<file path="config.mk">
export PLATFORM = sky130hd
export DESIGN_NAME = effect_chain_scheduler
export DESIGN_NICKNAME = d
export VERILOG_FILES = /design/src/rtl/effect_chain_scheduler.sv
export SDC_FILE = /design/constraint.sdc
export NUM_CORES = 1
export LEC_CHECK = 0
export ABC_AREA = 1
export ABC_CLOCK_PERIOD_IN_PS = 1900
export BUFFER_PORTS_ARGS = -buffer_cell sky130_fd_sc_hd__buf_2
export CAP_MARGIN = 25
export CORE_MARGIN = 2
export CORE_UTILIZATION = 47
export DETAILED_ROUTE_END_ITERATION = 16
export PLACE_DENSITY = 0.82
export SETUP_SLACK_MARGIN = 0.05
export SYNTH_ARGS = -nofsm -noshare
export SYNTH_HDL_FRONTEND = slang
export SYNTH_SLANG_ARGS = --single-unit
</file>
<file path="constraint.sdc">
create_clock -name i_clk -period 1.9 [get_ports i_clk]
set_input_delay 0.38 -clock i_clk [delete_from_list [all_inputs] [get_ports i_clk]]
set_output_delay 0.38 -clock i_clk [all_outputs]
set_load 0.1 [all_outputs]
</file>
<file path="src/rtl/effect_chain_scheduler.sv">
// Effect chain scheduler: walks one audio sample through the enabled effect
// stages in ascending index order over a shared issue bus. A stage that does
// not answer within TIMEOUT cycles is skipped with its sample left unchanged,
// and a sticky flag records the timeout.
//
// state   | meaning
// --------+---------------------------------------------------------------
// S_IDLE  | ready for a sample; mask==0 samples pass straight through
// S_ISSUE | o_fx_valid high for the selected stage, wait counter cleared
// S_WAIT  | watching only the selected stage's response line, counting
module effect_chain_scheduler #(
    parameter int NUM_FX  = 4,
    parameter int DW      = 16,
    parameter int TIMEOUT = 255
) (
    input  logic                 i_clk,
    input  logic                 i_rst_n,
    input  logic                 i_valid,
    input  logic [DW-1:0]        i_data,
    output logic                 o_ready,
    input  logic [NUM_FX-1:0]    i_fx_mask,
    output logic                 o_fx_valid,
    output logic [NUM_FX-1:0]    o_fx_sel,
    output logic [DW-1:0]        o_fx_data,
    input  logic [NUM_FX-1:0]    i_fx_valid,
    input  logic [NUM_FX*DW-1:0] i_fx_data,
    output logic                 o_valid,
    output logic [DW-1:0]        o_data,
    input  logic                 i_clr,
    output logic [NUM_FX-1:0]    o_timeout,
    output logic                 o_overrun
);

    localparam int IW = (NUM_FX > 1) ? $clog2(NUM_FX) : 1;
    localparam int CW = $clog2(TIMEOUT + 1);

    typedef enum logic [1:0] {S_IDLE, S_ISSUE, S_WAIT} state_t;

    state_t              state_q, state_d;
    logic [IW-1:0]       idx_q, idx_d;
    logic [NUM_FX-1:0]   rem_q, rem_d;      // stages of the snapshot still to visit
    logic [CW-1:0]       cnt_q, cnt_d;
    logic [DW-1:0]       work_q, work_d;
    logic                ready_q, ready_d;
    logic                fx_valid_q, fx_valid_d;
    logic [NUM_FX-1:0]   fx_sel_q, fx_sel_d;
    logic [DW-1:0]       fx_data_q, fx_data_d;
    logic                valid_q, valid_d;
    logic [DW-1:0]       data_q, data_d;
    logic [NUM_FX-1:0]   timeout_q, timeout_d;
    logic                overrun_q, overrun_d;

    logic                resp_hit;
    logic [DW-1:0]       resp_data;
    logic [DW-1:0]       next_work;
    logic [IW-1:0]       next_idx;

    function automatic logic [IW-1:0] lowest_set(input logic [NUM_FX-1:0] m);
        lowest_set = '0;
        for (int k = NUM_FX - 1; k >= 0; k--) begin
            if (m[k]) lowest_set = IW'(k);
        end
    endfunction

    function automatic logic [NUM_FX-1:0] onehot(input logic [IW-1:0] i);
        onehot = '0;
        for (int k = 0; k < NUM_FX; k++) begin
            onehot[k] = (IW'(k) == i);
        end
    endfunction

    assign resp_hit  = i_fx_valid[idx_q];
    assign resp_data = i_fx_data[int'(idx_q)*DW +: DW];

    // Next-state and registered-output decode for the sequencing FSM.
    always_comb begin
        state_d    = state_q;
        idx_d      = idx_q;
        rem_d      = rem_q;
        cnt_d      = cnt_q;
        work_d     = work_q;
        fx_valid_d = 1'b0;
        fx_sel_d   = fx_sel_q;
        fx_data_d  = fx_data_q;
        valid_d    = 1'b0;
        data_d     = data_q;
        timeout_d  = timeout_q;
        overrun_d  = overrun_q;
        next_work  = work_q;
        next_idx   = lowest_set(rem_q);

        // Clear first so that a flag raised on the same edge survives.
        if (i_clr) begin
            timeout_d = '0;
            overrun_d = 1'b0;
        end

        case (state_q)
            S_IDLE: begin
                if (i_valid) begin
                    work_d = i_data;
                    if (i_fx_mask == '0) begin
                        valid_d = 1'b1;
                        data_d  = i_data;
                    end else begin
                        idx_d      = lowest_set(i_fx_mask);
                        rem_d      = i_fx_mask & ~onehot(idx_d);
                        state_d    = S_ISSUE;
                        fx_valid_d = 1'b1;
                        fx_sel_d   = onehot(idx_d);
                        fx_data_d  = i_data;
                    end
                end
            end
            S_ISSUE: begin
                if (i_valid) overrun_d = 1'b1;
                cnt_d   = '0;
                state_d = S_WAIT;
            end
            S_WAIT: begin
                if (i_valid) overrun_d = 1'b1;
                if (resp_hit || cnt_q == CW'(TIMEOUT - 1)) begin
                    if (resp_hit) next_work = resp_data;
                    else          timeout_d[idx_q] = 1'b1;
                    work_d = next_work;
                    if (rem_q != '0) begin
                        idx_d      = next_idx;
                        rem_d      = rem_q & ~onehot(next_idx);
                        state_d    = S_ISSUE;
                        fx_valid_d = 1'b1;
                        fx_sel_d   = onehot(next_idx);
                        fx_data_d  = next_work;
                    end else begin
                        state_d  = S_IDLE;
                        valid_d  = 1'b1;
                        data_d   = next_work;
                        fx_sel_d = '0;
                    end
                end else begin
                    cnt_d = cnt_q + 1'b1;
                end
            end
            default: begin
                state_d  = S_IDLE;
                fx_sel_d = '0;
            end
        endcase

        ready_d = (state_d == S_IDLE);
    end

    // State, datapath and output registers; reset drops any in-flight sample.
    always_ff @(posedge i_clk or negedge i_rst_n) begin
        if (!i_rst_n) begin
            state_q    <= S_IDLE;
            idx_q      <= '0;
            rem_q      <= '0;
            cnt_q      <= '0;
            work_q     <= '0;
            ready_q    <= 1'b1;
            fx_valid_q <= 1'b0;
            fx_sel_q   <= '0;
            fx_data_q  <= '0;
            valid_q    <= 1'b0;
            data_q     <= '0;
            timeout_q  <= '0;
            overrun_q  <= 1'b0;
        end else begin
            state_q    <= state_d;
            idx_q      <= idx_d;
            rem_q      <= rem_d;
            cnt_q      <= cnt_d;
            work_q     <= work_d;
            ready_q    <= ready_d;
            fx_valid_q <= fx_valid_d;
            fx_sel_q   <= fx_sel_d;
            fx_data_q  <= fx_data_d;
            valid_q    <= valid_d;
            data_q     <= data_d;
            timeout_q  <= timeout_d;
            overrun_q  <= overrun_d;
        end
    end

    assign o_ready    = ready_q;
    assign o_fx_valid = fx_valid_q;
    assign o_fx_sel   = fx_sel_q;
    assign o_fx_data  = fx_data_q;
    assign o_valid    = valid_q;
    assign o_data     = data_q;
    assign o_timeout  = timeout_q;
    assign o_overrun  = overrun_q;

endmodule

</file>
==> results.md <==
- Run status: complete, no violations
- First-pass iteration count of the detailed router: 5
- Synth Instances: 615
- Clock Tree Buf Depth: 2
- CP endpoint kind: flip-flop
- Least-Margin Pin Slew: 0.6133 ns
- Final GP Congestion: 0.8470
- Initial antenna violation count: 0
- Final setup violation count: 0
- I/O Buffers: 135
- Num CTS Buffers: 9
- VDD IR max: 0.001993 V
- Final period util: 92.92%
- Initial Utilization: 47.94%
- Post-route ant nets: 0
- Placed Instances: 856
- Remaining global-route overflow: 0
- Avg Inst Size Synth: 7.100 um^2
- Final Total Pwr: 0.01189 W
- Core area: 9109 um^2
- Clock sink count: 76
- Layout cell share with drive strength beyond 1: 27.92%
- Synth warnings: 0
- Routed wire per std cell: 14.28 um
- Largest net degree at the start of global routing: 33
- Sequential Area: 1906 um^2
- Final std cells w/o fill: 881
- First DRT Iteration DRCs: 272
- Distinct cells, synth: 33
- Max layer used: met4
- Filler Cell Count: 805
- Met2 Wirelength: 5933 um
- Highest clock rate: 566.4 MHz
- CTS tree: yes
- Hold Buf Count CTS: 0
- Yosys top cell area share: 42.98%
- Cell Area, Synth: 4367 um^2
- Final WL: 12580 um
- Antenna diodes: 0
- Nets: 863
- Arr. time, crit path: 2.02 ns
- Worst-skew pair later-pin latency: 0.35 ns
- Max FO, Critical Path: 17
- Rel. slew slack: 59.11%
- Final Cell Area: 5595 um^2
- Multi-input logic area: 2220 um^2
- Crit-path cells: buf_4 -> ha_2 -> buf_4 -> nand2_1 -> nand2_2 -> nor2_8 -> inv_4 -> nand2_1 -> nand2_1
- Post-route DRC: 0
- Total track usage: 24.41%
- Synth top area cells: dfrtp_1, nand2_1, nand3_1, o211ai_1, inv_1
- Leading cell type in the layout, fill and taps excluded: nand2_1
- Root Buffer: clkbuf_8
- # Max-Cap Violations: 0
- Syn nets: 713
- Detailed Place HPWL: 9354 um
- Slowest stage cell, crit path: dfrtp_2
- RSZ-0062 raised after global routing: false
- Die Footprint: 10080 um^2
- Via count: 4634
- Max Transition Viols Final: 0
- CP required: 2.15 ns
- DIE WIDTH: 100.4 um
- Pwr dens: 2125 nW/um^2
- Setup TNS: 0 ns
- Area of placed instances: 5256 um^2
- Leakage: 3.162 nW
- M1 WL: 5545 um
- Worst-path clk slew: 0.09 ns
- I/O Pins: 136
- Worst slack, placed: 0.03354 ns
- Cell repeated most along the worst path: nand2_1
- WL met3: 841 um
- Row count: 35
- Post-synth top area cell: dfrtp_1
- Startpoint types: flip-flop
- Final Hold Fails: 0
- Most frequent cells in the layout: nand2_1, buf_2, dfrtp_1
- Minimum clock period: 1.766 ns
- Vias in the first global route: 4109
- Worst min path class: primary input to async pin
- Vias per inst: 5.260
- Layout area overhead: 28.14%
- Die height: 100.4 um
- Worst Setup Path Type: flip-flop to flip-flop
- H-tree lvl count: 3
- First-pass GRT wire length: 19380 um
- Max incr delay on CP: 0.44 ns
- Clk_skew: 0.01611 ns
- Sequential share of the synthesized area: 43.58%
- Setup ws final: 0.1344 ns
- #FFs+latches synth: 76
[cell type report]
type	count	area share, %
Clock buffer	10	2.460
Inverter	34	2.616
Sequential cell	76	34.06
Clock inverter	6	1.275
Tap cell	111	2.482
Multi-Input combinational cell	479	39.67
Timing Repair Buffer	165	17.44
[cells by family (layout without fill, tap and decap cells)]
family / after synthesis / after routing / synth area share (%)
and+or+nand+nor: 414 / 415 / 39.43
DFF: 76 / 76 / 43.58
buffers and inverters: 61 / 215 / 6.561
AOI/OAI and AO/OA: 57 / 57 / 8.510
adders and majority gates: 6 / 6 / 1.719
xor gates and xnor gates: 1 / 1 / 0.2006
[layer usage]
| metal | vias to the layer above | GRT usage [%] |
|---|---|---|
| met5 | - | 0 |
| met2 | 199 | 38.67 |
| li1 | 2272 | - |
| met4 | 0 | 8.535 |
| met1 | 2142 | 33.98 |
| met3 | 21 | 4.178 |
[through the flow]
stage	util (%)	hold slack [ns]
6_report	61.43	0.03116
5_1_grt	61.43	0.07347
4_1_cts	60.29	0.03422
3_5_place_dp	57.71	0.4279
3_3_place_gp	57.71	0.4090
2_1_floorplan	-	0.08441
[worst paths after layout]
kind / endpoint / cells past startpoint / startpoint / slack (ns)
setup reg to reg: o_fx_data[6] / 9 / state_q[1] / 0.13
setup / recovery: o_fx_data[6] / 9 / state_q[1] / 0.13
hold / removal: o_data[9] / 1 / i_rst_n / 0.03
max in group asynchronous: o_ready / 2 / i_rst_n / 1.25
hold reg to reg: o_fx_sel[1] / 2 / o_fx_sel[1] / 0.48
min in group i_clk: o_timeout[1] / 4 / i_clr / 0.35
[timing repair]
action	4_1_cts	5_1_grt
cloned	0	1
resized for setup	4	18
setup buffers	2	6
pin swaps	1	4
endpoints found under the setup margin	29	65
[where the power goes]
part	internal (W)	total [W]	switching (W)
Sequential	0.00230	0.00269	0.000393
Combinational	0.00195	0.00792	0.00597
Clock	0.000651	0.00128	0.000627
[cell usage after synthesis]
library cell,count
o21ai_1,4
buf_4,3
o21ai_0,19
a21oi_1,3
nor3_1,1
o21bai_1,1
xor2_1,1
ha_1,6
a31oi_1,1
a21oi_4,1
inv_4,2
inv_2,2
o31ai_1,7
nor2_1,28
dfrtp_1,75
o32ai_1,2
nand3_1,49
clkbuf_1,6
o22ai_1,2
buf_6,3
o211ai_1,16
nand3_4,1
clkinv_1,1
inv_1,29
nor2_4,3
buf_2,15
nand4_1,6
a22o_1,1
dfstp_2,1
nor2_8,2
nand2_2,2
nand2_1,321
nand2_8,1
[state kept, by name, indices dropped and copies added (netlist names)]
name and flops:
o_valid 1, o_overrun 1, o_data 16, o_fx_sel 4, work_q 16, o_fx_data 16
o_fx_valid 1, idx_q 2, rem_q 4, state_q 2, o_timeout 4, o_ready 1
cnt_q 8
[critical path: cells and delay by family (launching register included)]
kind	cells	cell delay (ns)
adders and majority gates	1	0.19
buffers and inverters	3	0.44
DFF	1	0.44
and+or+nand+nor	5	0.58
Note: power is estimated with default switching activity, not from simulation.
